**src/rtl/mem_arbiter.sv**
```systemverilog
// Shares one single-port memory among fetch (i), data (d) and external (x) requesters, one access at a time.
// Build option: define ARB_FIXED_PRIO_EN for fixed d > x > i priority instead of rotating priority.
module mem_arbiter #(
  parameter int AW      = 16,
  parameter int DW      = 16,
  parameter int MEM_LAT = 1
) (
  input  logic          clock,
  input  logic          reset,
  input  logic          i_req,
  input  logic [AW-1:0] i_addr,
  output logic          i_ack,
  input  logic          d_req,
  input  logic          d_we,
  input  logic [AW-1:0] d_addr,
  input  logic [DW-1:0] d_wdata,
  output logic          d_ack,
  input  logic          x_req,
  input  logic          x_we,
  input  logic [AW-1:0] x_addr,
  input  logic [DW-1:0] x_wdata,
  output logic          x_ack,
  output logic [DW-1:0] rdata,
  output logic          mem_en,
  output logic          mem_we,
  output logic [AW-1:0] mem_addr,
  output logic [DW-1:0] mem_wdata,
  input  logic [DW-1:0] mem_rdata,
  output logic          busy
);
  localparam int NP = 3;
  localparam int CW = 4;

  typedef enum logic [1:0] {IDLE, ISSUE, WAIT, DONE} state_t;
  typedef struct packed {
    logic          we;
    logic [AW-1:0] addr;
    logic [DW-1:0] wdata;
  } req_t;

  state_t        state;
  logic [1:0]    last_grant;
  logic [1:0]    grant_q;
  logic [CW-1:0] cnt;
  logic [NP-1:0] ack_q;
  logic [NP-1:0] req_vec;
  req_t [NP-1:0] req_info;
  logic          win_vld;
  logic [1:0]    win;
  req_t          win_req;

  assign req_vec     = {x_req, d_req, i_req};
  assign req_info[0] = {1'b0, i_addr, {DW{1'b0}}};
  assign req_info[1] = {d_we, d_addr, d_wdata};
  assign req_info[2] = {x_we, x_addr, x_wdata};

`ifdef ARB_FIXED_PRIO_EN
  always_comb begin
    win_vld = |req_vec;
    win     = 2'd0;
    if (d_req)      win = 2'd1;
    else if (x_req) win = 2'd2;
  end
`else
  // Search starts one past the previous winner, wrapping i -> d -> x -> i.
  always_comb begin
    logic [1:0] p;
    win_vld = 1'b0;
    win     = 2'd0;
    p       = last_grant;
    for (int k = 0; k < NP; k++) begin
      p = (p == 2'd2) ? 2'd0 : p + 2'd1;
      if (req_vec[p] && !win_vld) begin
        win_vld = 1'b1;
        win     = p;
      end
    end
  end
`endif

  assign win_req = req_info[win];

  always_ff @(posedge clock or posedge reset) begin
    if (reset) begin
      state      <= IDLE;
      last_grant <= 2'd2;
      grant_q    <= 2'd0;
      cnt        <= '0;
      ack_q      <= '0;
      rdata      <= '0;
      mem_en     <= 1'b0;
      mem_we     <= 1'b0;
      mem_addr   <= '0;
      mem_wdata  <= '0;
      busy       <= 1'b0;
    end else begin
      ack_q  <= '0;
      mem_en <= 1'b0;
      case (state)
        IDLE: begin
          if (win_vld) begin
            grant_q    <= win;
            last_grant <= win;
            mem_we     <= win_req.we;
            mem_addr   <= win_req.addr;
            mem_wdata  <= win_req.wdata;
            mem_en     <= 1'b1;
            busy       <= 1'b1;
            state      <= ISSUE;
          end
        end
        ISSUE: begin
          if (mem_we) begin
            ack_q <= 3'b001 << grant_q;
            state <= DONE;
          end else if (MEM_LAT == 1) begin
            rdata <= mem_rdata;
            ack_q <= 3'b001 << grant_q;
            state <= DONE;
          end else begin
            cnt   <= CW'(MEM_LAT - 1);
            state <= WAIT;
          end
        end
        WAIT: begin
          // Count of 1 marks the cycle the memory output is valid.
          if (cnt == CW'(1)) begin
            rdata <= mem_rdata;
            ack_q <= 3'b001 << grant_q;
            state <= DONE;
          end else begin
            cnt <= cnt - CW'(1);
          end
        end
        DONE: begin
          busy  <= 1'b0;
          state <= IDLE;
        end
        default: state <= IDLE;
      endcase
    end
  end

  assign i_ack = ack_q[0];
  assign d_ack = ack_q[1];
  assign x_ack = ack_q[2];

endmodule

```
**config.mk**
```make
export PLATFORM = sky130hd
export DESIGN_NAME = mem_arbiter
export DESIGN_NICKNAME = d
export VERILOG_FILES = /design/src/rtl/mem_arbiter.sv
export SDC_FILE = /design/constraint.sdc
export NUM_CORES = 1
export LEC_CHECK = 0
export CAP_MARGIN = 10
export CORE_MARGIN = 3
export CORE_UTILIZATION = 37
export DETAILED_ROUTE_END_ITERATION = 7
export PLACE_DENSITY_LB_ADDON = 0.08
export SKIP_LAST_GASP = 1
export SLEW_MARGIN = 20
export SYNTH_ARGS = -nofsm -noshare
export SYNTH_HDL_FRONTEND = slang
export SYNTH_SLANG_ARGS = --single-unit
```
**constraint.sdc**
```tcl
create_clock -name clock -period 1.8 [get_ports clock]
set_input_delay 0.36 -clock clock [delete_from_list [all_inputs] [get_ports clock]]
set_output_delay 0.36 -clock clock [all_outputs]
set_load 0.05 [all_outputs]
```
==> metrics.txt <==
status=finished, violations left; Synth Flop Type=dfrtp_1; final setup vio count=11; # IOs=approximately 160; vias in the first global route=3143; via/cell ratio=5.285; critical path capture point type=flop; Detail Route Antenna Nets=0; worst slew pin tran=0.4371 ns; CP max-delay cell=or3b_4; area added between synthesis and finish=62.22%; minimum clock period=1.833 ns; total CTS buffers=9; Core ar.=~8400 µm²; Placer Congestion=0.8643; failing checks=negative setup slack; nets=590; share of cells above drive strength 1=27.42%; largest cells by area after synthesis=dfrtp_1 48%, mux2_4 4.6%, a221oi_1 4.6%; num rows=33; initial core utilization=38.72%; Synth warnings=0; Worst EP required=2.02 ns; number of DRC markers in iteration 0=around 180; drt drc=0; reg-to-reg slack, setup=-0.03 ns; initial antenna violation count=0; Worst-Skew Late Latency=0.33 ns; Post-Route WL=~10 mm; clock tree buffer depth=2; fin util=62.82%; crit path kind=reg -> reg; Placed Area=~4900 µm²; Post-Syn Nets=415; Fmax achieved=545.5 MHz; Peak VDD IR=~0.79 mV; post-synthesis instance total=305; Netlist Area Pre-Place=approximately 3200 µm²; root buf cell=clkbuf_8; final period utilization=101.8%; Critical Path Start Type=flop; Max Cap Viol=0; DR WL/cell=17.05 µm; DP HPWL=roughly 7.5 mm; die height=around 100 µm; slowest stage delay, CP=approximately 0.40 ns; #FFs+latches synth=63; total vias in the final route=3118; syn avg cell area=10.64 µm²; clk_skew=approximately 0.0087 ns; CP Max Fanout=10; Worst slew margin=a little over two thirds; Seq/Total Area, Yosys=roughly half; area leader, netlist=dfrtp_1; htree depth=3; P per Cell Area=approximately 2000 nW/µm²; Die ar.=9932 µm²; Hold/Removal Path Class=in -> async; Fin. Hold Viols=0; largest net degree at the start of global routing=39; RSZ-0062 raised after global routing=yes; Antenna Cells=0; First-pass DRT Iterations=4; Die Wd=99.66 µm; clock transition at the registers of the reported paths=0.07 ns; Design Area, Final=5265 µm²; Async SR Flop Fraction=100.0%; Leak=between 2 and 2.5 nW; worst path bufs/invs=2; CP delay by family, top=simple AND/OR/NAND/NOR gates; CP Cell Sequence=inv_2 > ha_1 > or3b_4 > nand2_4 > and3_4 > buf_12 > mux2_4; first-pass GRT wire length=16.10 mm; Overflow after GRT=0; Sinks on Clock Net=63; Critical Path AT=2.05 ns; number of I/O port buffers=156; gr usage total=20.33%; PnR worst setup slack=-0.03318 ns; count of cell types in the netlist=42; Synth top area share=roughly 48%; Post-synth EDFFs=0; CTS tree=done; Slew Viols, Final=0
-- layout make-up --
type                    instances  area, µm²
clock inverters                 5      81.33
clock buffers                  11      141.4
inverters                       7      30.03
flip-flops and latches         63       1578
fillers                       688       3117
repair buffers                190       1769
well taps                     105      131.4
multi-input cells             209       1534
-- power breakdown --
part / switching (mW) / leakage [nW] / internal (mW)
Clock: 0.558 / 0.110 / 0.818
Sequential: 0.460 / 0.747 / 2.15
Combinational: 3.88 / 1.42 / 2.68
-- synth_stat cells, drive strengths merged (2+ instances only) --
library cell and number:
a21boi 16, a21oi 2, a221oi 17, a22o 2, a32oi 16, and2 2
buf 18, clkbuf 8, dfrtp 62, ha 7, inv 7, mux2 17
nand2 21, nand2b 3, nor2 37, nor2b 18, nor3 2, nor3b 3
o21ai 19, o32ai 16, xnor2 2
-- cell families (layout without fill, tap and decap cells) --
| group | after synthesis | after routing | synth area share [%] |
|---|---|---|---|
| AOI/OAI and AO/OA | 91 | 91 | 21.70 |
| xor gates and xnor gates | 3 | 3 | 0.8097 |
| adders and majority gates | 7 | 7 | 2.698 |
| buffers and inverters | 33 | 213 | 5.358 |
| DFF | 63 | 63 | 48.61 |
| muxes | 18 | 18 | 7.363 |
| and+or+nand+nor | 90 | 90 | 13.45 |
-- routing by layer --
metal / up-vias / global-route usage (%) / share of wire [%]
li1: 1469 / - / -
met1: 1521 / 26.21 / 42
met2: 120 / 33.35 / 51
met3: 8 / 5.119 / 6.5
met4: 0 / 6.723 / 1.2
met5: - / 0 / 0
-- worst paths after layout --
kind	to	from	cells after the start
max	rdata[12]	cnt[1]	7
min	busy	reset	2
max reg2reg	rdata[12]	cnt[1]	7
min reg2reg	cnt[3]	cnt[3]	1
max in group asynchronous	rdata[10]	reset	3
min in group clock	cnt[3]	cnt[3]	1
-- timing repair --
item	4_1_cts	5_1_grt
setup buffers	3	3
gates resized for setup	1	9
endpoints found under the setup margin	32	28
hold buffers	0	0
endpoints found under the hold margin	0	0
pin swaps	0	2
-- placed cells by master, fill, tap and decap left out, types with 3 or more instances in the layout --
cell and count:
buf_4 81, nor2_1 37, a21boi_0 16, buf_12 7
o21ai_1 3, inv_1 4, o21ai_0 16, ha_1 7
mux2_4 14, clkbuf_8 10, a32oi_1 16, nand2_1 20
nor2b_1 18, mux2_2 3, nor3b_1 3, clkdlybuf4s50_1 102
o32ai_1 16, dfrtp_1 62, a221oi_1 16
-- flip-flops by register name, indices dropped and copies added, names as in the netlist, 2 cells and up --
register    cells
last_grant      2
mem_wdata      16
ack_q           3
cnt             4
rdata          16
mem_addr       16
state           2
-- metrics by stage --
step	hold slack [ns]	cells	TNS [ns]	power, mW	setup slack [ns]
finish	0.3698	590	-0.2969	10.55	-0.03318
global route	0.3786	590	-1.208	11.15	-0.1008
CTS	0.3616	587	-0.4196	10.47	-0.03993
detailed placement	0.4633	568	-10.70	8.806	-0.5081
global placement	0.4591	568	-9.459	8.718	-0.4168
floorplan	0.4431	305	-0.6911	6.957	-0.06911
No activity file was read; power rests on OpenSTA's default activity.
==> RTL change 1 (same settings) <==
Set the parameter `DW` to 12 (it was 16).
--- a/src/rtl/mem_arbiter.sv
+++ b/src/rtl/mem_arbiter.sv
@@ -2,7 +2,7 @@
 // Build option: define ARB_FIXED_PRIO_EN for fixed d > x > i priority instead of rotating priority.
 module mem_arbiter #(
   parameter int AW      = 16,
-  parameter int DW      = 16,
+  parameter int DW      = 12,
   parameter int MEM_LAT = 1
 ) (
   input  logic          clock,
Ports: changed (5 resized); port bits go from 157 to 137. The function was not compared with the original's and may differ.
==> RTL change 1 against the unedited design <==
Via count fell by 21%. Hold slack got worse by 0.024 ns. Largest cell class unchanged. Non-clock buffer count fell by 23. Critical endpoint is now rdata[1]$_DFFE_PP0P_. The run still ends with negative setup slack left. Cell count down 16%. Final area shrank 17%. Total power down 22%. Worst setup slack gained 0.026 ns. Synthesized area fell by 20%. Routed wire length decreased by 22%. Sequential cell count decreased by 8.
==> RTL change 1: results (changes against the unedited design) <==
| Metric | Value |
|---|---|
| Outcome | finished with violations |
| Crit Path Max Fanout | 8 (-2) |
| Post-synthesis adder-cell area fraction | 0.0336 (+0.00660) |
| Largest net degree at the start of global routing | 25 (-36%) |
| Layout cells sized above 1 | 0.283 (+0.00827) |
| Mux contribution to synthesized area | 0.0744 (+0.000745) |
| First-pass GRT wire length | 12700 um (-21%) |
| Post-synth top cells | dfrtp_1, o21ai_0, nand2_1 |
| Top flop regs | mem_addr: 16 flops, mem_wdata: 12 flops, rdata: 12 flops |
| Leakage power total | 1.97 nW (-13%) |
| Compound-Gate Fraction of Synth Area | 0.211 (-0.00591) |
| Failing checks | negative setup slack |
| Slowest CP cell | dfrtp_1 |
| Total number of vias | 2470 (-21%) |
| Final setup fails | 8 (-3) |
| Final net count | 497 (-16%) |
| Layout Cells excl Fill | 493 (-16%) |
| TNS Setup | -0.0297 ns (+0.267 ns) |
| Max IR drop VDD | 0.000951 V (+21%) |
| Final setup slack of the worst path | -0.00766 ns (+0.0255 ns) |
| Setup Skew | 0.0155 ns (+0.00680 ns) |
| H-tree depth reported by CTS | 2 (-1) |
| Routed wire length | 7850 um (-22%) |
| Placement Setup Slack | -0.483 ns (+0.0255 ns) |
| Layout fillers | 551 (-20%) |
| M1 GR Usage | 0.255 (-0.00754) |
| Post-Syn Nets | 337 (-19%) |
| Drt first-iter violations | 104 (-41%) |
| Clock network power | 0.000834 W (-40%) |
| Seq group | 0.00220 W (-16%) |
| Buffers on Ports | 136 (-13%) |
| Placed Instances | 481 (-15%) |
| Placed instance area | 4190 sq um (-15%) |
| Switch share | 0.469 (+0.00409) |
| Clock Pin Slew Worst Setup and Hold Paths | 0.11 ns (+0.04 ns) |
| Setup crit end | rdata[1]$_DFFE_PP0P_ |
| Post-Synth XOR/XNOR Area | 0.0101 (+0.00198) |
| Register area share after synthesis | 0.528 (+0.0422) |
| Hold Slack | 0.346 ns (-0.0243 ns) |
| Power per Cell Area | 1870 nW/um^2 (-6.7%) |
| Met2 usage | 0.306 (-0.0271) |
## RTL change 1: changes by cell type after synthesis, moves of 2 or more
| cell | change |
|---|---|
| a21boi_0 | -16 |
| buf_2 | -5 |
| dfrtp_1 | -8 |
| o21ai_0 | +28 |
| nor2_1 | -33 |
| o32ai_1 | -16 |
| clkbuf_1 | -4 |
| a22oi_1 | +13 |
| o21ai_1 | +2 |
| nand2_1 | +12 |
| mux2_2 | -4 |
| a32oi_1 | -16 |
| nor2b_1 | -16 |
## RTL change 1: cell type report
type,count,area share
clock buffers,5,0.0157
flip-flops and latches,55,0.314
repair buffers,167,0.361
well taps,93,0.0265
clock inverters,3,0.00997
multi-input cells,163,0.266
inverters,7,0.00684
## RTL change 1: what timing repair did
item,CTS,global route
setup buffers,2,1
endpoints found under the setup margin,28,31
pin swaps,1,2
cloned,0,1
gates resized for setup,4,7
## RTL change 1: per-layer routing
metal / routed length (um) / part of all wire
met3: 575 / 0.073
met2: 3730 / 0.48
met4: 113 / 0.014
met1: 3430 / 0.44
met5: 0 / 0
==> RTL change 2 (config.mk and constraints unchanged) <==
Without the edit above. Reset style: synchronous (`reset`), changed in one clocked block.
--- a/src/rtl/mem_arbiter.sv
+++ b/src/rtl/mem_arbiter.sv
@@ -80,7 +80,7 @@
 
   assign win_req = req_info[win];
 
-  always_ff @(posedge clock or posedge reset) begin
+  always_ff @(posedge clock) begin
     if (reset) begin
       state      <= IDLE;
       last_grant <= 2'd2;
Formal check against the unedited RTL: differs if reset is asserted again (counterexample within 4 cycles, from zero or initial values and one cycle with reset high); with reset held inactive, the same outputs for 10 cycles.
==> RTL change 2 against the unedited design <==
The run still ends with negative setup slack left. Final area decreased by 11%. Non-clock buffer count decreased by 9. Highest routed layer unchanged. Worst setup slack got worse by 0.038 ns. Critical path depth unchanged. Routed wire length decreased by 20%. Synthesized area decreased by 17%. Total power decreased by 37%. Clock skew decreased by 0.0013 ns. Core utilization increased by 4.7 points. Sequential cell count unchanged. Count of clock-buffer cells in the layout decreased by 2.
==> RTL change 2: results (changes against the unedited design) <==
| Metric | Value |
|---|---|
| Compound-Gate Fraction of Synth Area | 0.200 (-0.0175) |
| Layout fillers | 556 (-19%) |
| Switching Power | 0.00275 W (-44%) |
| All-Layer GR Usage | 0.197 (-0.00661) |
| Outcome | finished with violations |
| Asr flop ratio synth | 0 (-1.00) |
| Post-synthesis adder-cell area fraction | 0.0325 (+0.00550) |
| Crit Path Max Fanout | 8 (-2) |
| Final setup fails | 16 (+5) |
| Final setup slack of the worst path | -0.0710 ns (-0.0379 ns) |
| Post-route cell area | 4690 sq um (-11%) |
| Post-DP HPWL | 5960 um (-21%) |
| Layout buffering overhead excluding clock cells | 0.363 (+0.0271) |
| Post-Syn Nets | 372 (-10%) |
| Drt first-iter violations | 51 (-71%) |
| Placed instance area | 4370 sq um (-11%) |
| Placed Instances | 519 (-8.6%) |
| Per-cell routed wire length | 15.0 um (-12%) |
| Leakage power total | 2.03 nW (-11%) |
| Reg power frac | 0.291 (+0.043) |
| WP data arrival | 2.10 ns (+0.05 ns) |
| TNS Setup | -0.619 ns (-0.323 ns) |
| Die X | 91.4 um (-8.3%) |
| Final net count | 546 (-7.5%) |
| Seq group | 0.00194 W (-26%) |
| Mux contribution to synthesized area | 0.123 (+0.0489) |
| Largest net degree at the start of global routing | 28 (-28%) |
| Setup Skew | 0.00737 ns (-0.00130 ns) |
| Post-Synth XOR/XNOR Area | 0.00974 (+0.00165) |
| Vias in the first global route | 2666 (-15%) |
| Failing checks | negative setup slack |
| Synth cell types | 38 (-9.5%) |
| Area of the multi-input gates | 1360 sq um (-12%) |
| Register area share after synthesis | 0.468 (-0.0184) |
| Placer Congestion | 0.726 (-16%) |
| Final clock-cell share | 0.0472 (+0.00492) |
| Multi-input comb cells | 174 (-17%) |
==> RTL change 2: changes by cell type after synthesis, sizes merged, moves of 15 or more <==
cell,change
nand2,-15
o32ai,-16
and2,+15
a21boi,-16
a221o,+16
nor2b,-17
dfrtp,-62
dfxtp,+63
mux2,-17
mux2i,+32
a221oi,-16
==> RTL change 2: worst max-delay path by stage <==
stage | from | end | slack (ns) | cells after the start
3_3_place_gp | i_req | mem_wdata[10]$_SDFFE_PP0P_ | -0.44 | 5
4_1_cts | cnt[1]$_SDFFE_PP0P_ | rdata[10]$_SDFFE_PP0P_ | -0.01 | 7
2_1_floorplan | cnt[1]$_SDFFE_PP0P_ | rdata[15]$_SDFFE_PP0P_ | -0.17 | 8
3_5_place_dp | i_req | mem_wdata[0]$_SDFFE_PP0P_ | -0.49 | 5
5_1_grt | cnt[1]$_SDFFE_PP0P_ | rdata[15]$_SDFFE_PP0P_ | -0.14 | 7
6_report | cnt[1]$_SDFFE_PP0P_ | rdata[15]$_SDFFE_PP0P_ | -0.07 | 7
==> RTL change 2: routing by layer <==
layer | part of all wire | vias up | wire length [um] | global-route usage
met3 | 0.075 | 14 | 604 | 0.0704
li1 | - | 1303 | - | -
met5 | 0 | - | 0 | 0
met1 | 0.42 | 1216 | 3370 | 0.241
met4 | 0.021 | 0 | 169 | 0.0791
met2 | 0.49 | 105 | 3940 | 0.314
==> RTL change 2: worst max-delay path: stages, from the launching register on <==
cell and delay (ns):
dfxtp_2 0.33, inv_2 0.06, ha_4 0.11, or3b_4 0.39, a221oi_4 0.39, clkbuf_16 0.24, mux2i_1 0.19, nor2_1 0.05
